--- config.mk ---
export PLATFORM = sky130hd
export DESIGN_NAME = sync_fifo_p
export DESIGN_NICKNAME = d
export VERILOG_FILES = /design/src/rtl/sync_fifo_p.sv
export SDC_FILE = /design/constraint.sdc
export NUM_CORES = 1
export LEC_CHECK = 0
export CAP_MARGIN = 15
export CORE_MARGIN = 5
export CORE_UTILIZATION = 30
export DETAILED_ROUTE_END_ITERATION = 12
export GPL_TIMING_DRIVEN = 0
export PLACE_DENSITY = 0.42
export SYNTH_ARGS = -nofsm -noshare
export SYNTH_HDL_FRONTEND = slang
export SYNTH_SLANG_ARGS = --single-unit
--- constraint.sdc ---
create_clock -name clk -period 4.9 [get_ports clk]
set_input_delay 0.735 -clock clk [delete_from_list [all_inputs] [get_ports clk]]
set_output_delay 0.735 -clock clk [all_outputs]
set_load 0.03 [all_outputs]
--- src/rtl/sync_fifo_p.sv ---
// ---------------------------------------------------------------------------
// sync_fifo_p : parametrised single-clock FIFO
//
// Parameters
//   DATA_W     data word width in bits (>= 1)
//   DEPTH      number of entries, power of two, >= 4
//   AF_THRESH  almost_full asserts when occupancy >= AF_THRESH (1..DEPTH)
//   AE_THRESH  almost_empty asserts when occupancy <= AE_THRESH (0..DEPTH-1)
//
// Ports
//   clk          single clock, rising edge
//   rst_n        asynchronous active-low reset
//   wr_en/wdata  write request and data
//   rd_en        read request (pop acknowledge in FWFT mode)
//   rdata        read data
//   full/empty/almost_full/almost_empty  status decoded from occupancy
//   overflow     one-cycle pulse after a write attempted while full
//   underflow    one-cycle pulse after a read attempted while empty
//   fifo_counter current occupancy, 0..DEPTH
//
// Build option
//   FIFO_FWFT_EN  when defined, rdata shows the head word combinationally
//                 (first-word-fall-through); otherwise rdata is a register
//                 loaded on each accepted read and reset to zero.
// ---------------------------------------------------------------------------
module sync_fifo_p #(
  parameter int DATA_W    = 8,
  parameter int DEPTH     = 16,
  parameter int AF_THRESH = DEPTH - 2,
  parameter int AE_THRESH = 2
) (
  input  logic                        clk,
  input  logic                        rst_n,
  input  logic                        wr_en,
  input  logic [DATA_W-1:0]           wdata,
  input  logic                        rd_en,
  output logic [DATA_W-1:0]           rdata,
  output logic                        full,
  output logic                        empty,
  output logic                        almost_full,
  output logic                        almost_empty,
  output logic                        overflow,
  output logic                        underflow,
  output logic [$clog2(DEPTH):0]      fifo_counter
);

  localparam int AW = $clog2(DEPTH);
  localparam int CW = AW + 1;

  localparam logic [CW-1:0] DEPTH_C = CW'(DEPTH);
  localparam logic [CW-1:0] AF_C    = CW'(AF_THRESH);
  localparam logic [CW-1:0] AE_C    = CW'(AE_THRESH);

  logic [DATA_W-1:0] mem [DEPTH];
  logic [AW-1:0]     wptr;
  logic [AW-1:0]     rptr;
  logic [CW-1:0]     count;
  logic              wa;
  logic              ra;

  // Status comes only from the count register, so it never glitches and
  // the accept decisions below always see the pre-edge state.
  assign full         = (count == DEPTH_C);
  assign empty        = (count == '0);
  assign almost_full  = (count >= AF_C);
  assign almost_empty = (count <= AE_C);
  assign fifo_counter = count;

  // When full, a simultaneous read still succeeds and the write is dropped;
  // when empty, the write succeeds and the read is dropped (no bypass).
  assign wa = wr_en && !full;
  assign ra = rd_en && !empty;

  // Storage is deliberately not reset.
  always_ff @(posedge clk) begin
    if (wa) begin
      mem[wptr] <= wdata;
    end
  end

  always_ff @(posedge clk or negedge rst_n) begin
    if (!rst_n) begin
      wptr      <= '0;
      rptr      <= '0;
      count     <= '0;
      overflow  <= 1'b0;
      underflow <= 1'b0;
    end else begin
      overflow  <= wr_en && full;
      underflow <= rd_en && empty;
      if (wa) begin
        wptr <= wptr + AW'(1);
      end
      if (ra) begin
        rptr <= rptr + AW'(1);
      end
      unique case ({wa, ra})
        2'b10:   count <= count + CW'(1);
        2'b01:   count <= count - CW'(1);
        default: count <= count;
      endcase
    end
  end

`ifdef FIFO_FWFT_EN
  // Head word is always visible; rd_en pops it. Undefined while empty.
  assign rdata = mem[rptr];
`else
  // Registered read: value appears the cycle after the accepted read and
  // holds otherwise, including while empty.
  always_ff @(posedge clk or negedge rst_n) begin
    if (!rst_n) begin
      rdata <= '0;
    end else if (ra) begin
      rdata <= mem[rptr];
    end
  end
`endif

endmodule

==> flow_metrics.env <==
export IMPL_wirelength_um=13710
export IMPL_syn_avg_cell_area_sq_um=18.62
export IMPL_synth_nets=353
export IMPL_hold_class="flop to flop"
export IMPL_fin_setup_tns_ps=0
export IMPL_finalClockSkew_ps=8.962
export IMPL_die_height_um=153.5
export IMPL_synth_area_leader_cell="edfxtp_1"
export IMPL_cts_buffers=17
export IMPL_critPathMaxFanout=10
export IMPL_diodes=0
export IMPL_ys_seq_area_share_pct=71.50
export IMPL_start_util_pct=30.55
export IMPL_avgViaCountPerCell=4.585
export IMPL_grt_pass1_wl_um=20600
export IMPL_fill_cells=1853
export IMPL_crit_arrival_ps=3420
export IMPL_cts_clk_slew_worst_paths_ps=60
export IMPL_yosysMostFrequentCell="edfxtp_1"
export IMPL_ys_warn_count=0
export IMPL_dpl_hpwl_um=8825
export IMPL_antenna_left=0
export IMPL_tritoncts="built"
export IMPL_dieArea_sq_mm=0.02357
export IMPL_port_buffers=30
export IMPL_grt_antenna_before_repair=0
export IMPL_crit_path_start_kind="flop"
export IMPL_h_tree_depth=4
export IMPL_drt_iter0_drc=172
export IMPL_rrSetupSlack_ps=1790
export IMPL_syn_area_sq_mm=0.006181
export IMPL_drv_cap=0
export IMPL_hold_viol_final=0
export IMPL_final_util_pct=36.92
export IMPL_cellPowerDensity_mw_per_mm2=603.4
export IMPL_tightest_slew_ps=1026
export IMPL_nets=403
export IMPL_relSlewSlack_pct=31.22
export IMPL_ys_seq_elements=151
export IMPL_timing_worst_setup_path_type="flop to flop"
export IMPL_reg2reg_from="fifo_counter[2]"
export IMPL_num_vias=3040
export IMPL_synth_common_cells="edfxtp_1 (128), mux4_2 (32), dfrtp_1 (23), nand2_1 (23), nor2_1 (18)"
export IMPL_netlist_area_leader_share_pct=62.19
export IMPL_drc=0
export IMPL_p_leak_nw=2.517
export IMPL_core_sq_mm=0.02023
export IMPL_synth_main_ff_cell="edfxtp_1"
export IMPL_synth_async_reset_ratio_pct=15.23
export IMPL_reg2reg_depth=12
export IMPL_synth_edf_count=128
export IMPL_min_from="rdata[0]"
export IMPL_drt_pass1_iterations=4
export IMPL_synthTopCellsByArea="edfxtp_1 (62%), mux4_2 (12%), dfrtp_1 (9.3%), mux2i_1 (2.6%), o221ai_2 (1.9%)"
export IMPL_clockRootBuffer="clkbuf_16"
export IMPL_rsz0062_at_grt="no"
export IMPL_cts_buffer_depth=2
export IMPL_die_w_um=153.5
export IMPL_max_vdd_ir_drop_mv=0.2665
export IMPL_post_drt_wl_per_cell_um=20.68
export IMPL_grt_max_degree=24
export IMPL_finalCriticalPeriod_ps=3113
export IMPL_drive_above_1_share_pct=23.16
export IMPL_finalSetupViolCount=0
export IMPL_postCtsSetupBuffers=0
export IMPL_min_to="rdata[0]"
export IMPL_syn_inst=332
export IMPL_fin_crit_sh_pct=63.53
export IMPL_cts_hold_buffers_added=0
export IMPL_track_usage_pct=12.07
export IMPL_worstReg2RegEnd="fifo_counter[4]"
export IMPL_cp_required_ps=5210
export IMPL_clkLatencyLatePin_ps=420
export IMPL_grt_pass1_vias=3233
export IMPL_gp_congestion=0.7304
export IMPL_grt_overflow_total=0
export IMPL_slew_viol_final=0
export IMPL_synth_cell_types=43
export IMPL_status="completed"
export IMPL_hold_path_depth=2
export IMPL_cts_sinks=151
export IMPL_cp_end_kind="flop"
export IMPL_core_rowCount=52
export IMPL_post_cts_resize_count=0
export IMPL_area_delta_synth_final_pct=20.85
export IMPL_io_pins=31
export IMPL_max_freq_mhz=321.2
-- area by class of cell --
type | instances | area (sq um) | area share, %
inverters | 7 | 26.28 | 0.3518
clock inverters | 13 | 180.2 | 2.412
flip-flops and latches | 151 | 4419 | 59.16
plain buffers | 19 | 105.1 | 1.407
clock buffers | 17 | 425.4 | 5.695
multi-input cells | 155 | 1650 | 22.09
repair buffers | 31 | 325.3 | 4.355
well taps | 270 | 337.8 | 4.523
-- sequential cells by signal, indices dropped and copies added, names as in the netlist --
name / count
mem: 128
rdata: 8
fifo_counter: 5
rptr: 4
wptr: 4
overflow: 1
underflow: 1
-- worst max-delay path, stage by stage, from the launching register on --
cell and delay, ps:
dfrtp_1 360, clkbuf_1 350, nor4_1 140, a21boi_2 400, inv_1 120, ha_1 230, clkbuf_1 210, xor2_1 190
ha_1 230, nor2b_1 130, o21ai_0 240, a21oi_1 110, nor4b_1 290
-- metrics by stage --
stage	cell area (sq um)	hold slack (ps)	setup slack, ps	total power [mW]	std cells
CTS	7445	498.7	1794	4.590	662
global placement	6819	485.3	1417	3.208	632
detailed placement	6839	476.5	1472	3.227	632
floorplan	6181	439.4	1878	2.708	332
finish	7470	496.6	1787	4.507	663
global route	7470	528.5	1397	4.746	663
-- power by group --
| group | switching (mW) | leakage, nW | internal [mW] |
|---|---|---|---|
| combinational | 0.844 | 0.789 | 0.625 |
| sequential | 0.0949 | 1.44 | 1.60 |
| clock | 0.505 | 0.292 | 0.844 |
| total | 1.44 | 2.52 | 3.06 |
-- cells by family (layout without fill, tap and decap cells) --
kind of cell | count (synthesis) | count (layout) | synth area share, %
compound gates | 23 | 23 | 3.684
xor+xnor | 9 | 9 | 1.275
fa+ha+maj | 9 | 9 | 1.822
buf+inv | 26 | 87 | 2.125
flops | 151 | 151 | 71.50
mux | 49 | 49 | 14.43
simple gates | 65 | 65 | 5.162
-- worst max path at each step --
stage,start,end,slack (ps),cells after the start
2_1_floorplan,fifo_counter[2],almost_empty,1880,2
3_3_place_gp,wr_en,fifo_counter[4],1420,11
3_5_place_dp,wr_en,fifo_counter[4],1470,11
4_1_cts,fifo_counter[1],fifo_counter[4],1790,12
5_1_grt,fifo_counter[2],fifo_counter[4],1400,12
6_report,fifo_counter[2],fifo_counter[4],1790,12
-- metal layers --
metal	part of all wire (%)	wire length, um	up-vias	GRT usage [%]
met5	0	0	-	0
met4	0.69	94	0	2.902
met3	4.6	629	4	3.598
met2	49	6726	66	19.55
met1	46	6258	1562	16.10
li1	-	-	1408	-
-- placed cells by master (no fill, tap or decap), types with 8 or more instances in the layout --
master and instances:
nand2_1 23, mux2i_1 16, nor2_1 18, clkbuf_16 18, clkdlybuf4s50_1 30, dfrtp_1 23, edfxtp_1 128, ha_1 9
mux4_2 32, o221ai_2 8, clkbuf_1 8
Note: power is estimated with default switching activity, not from simulation.
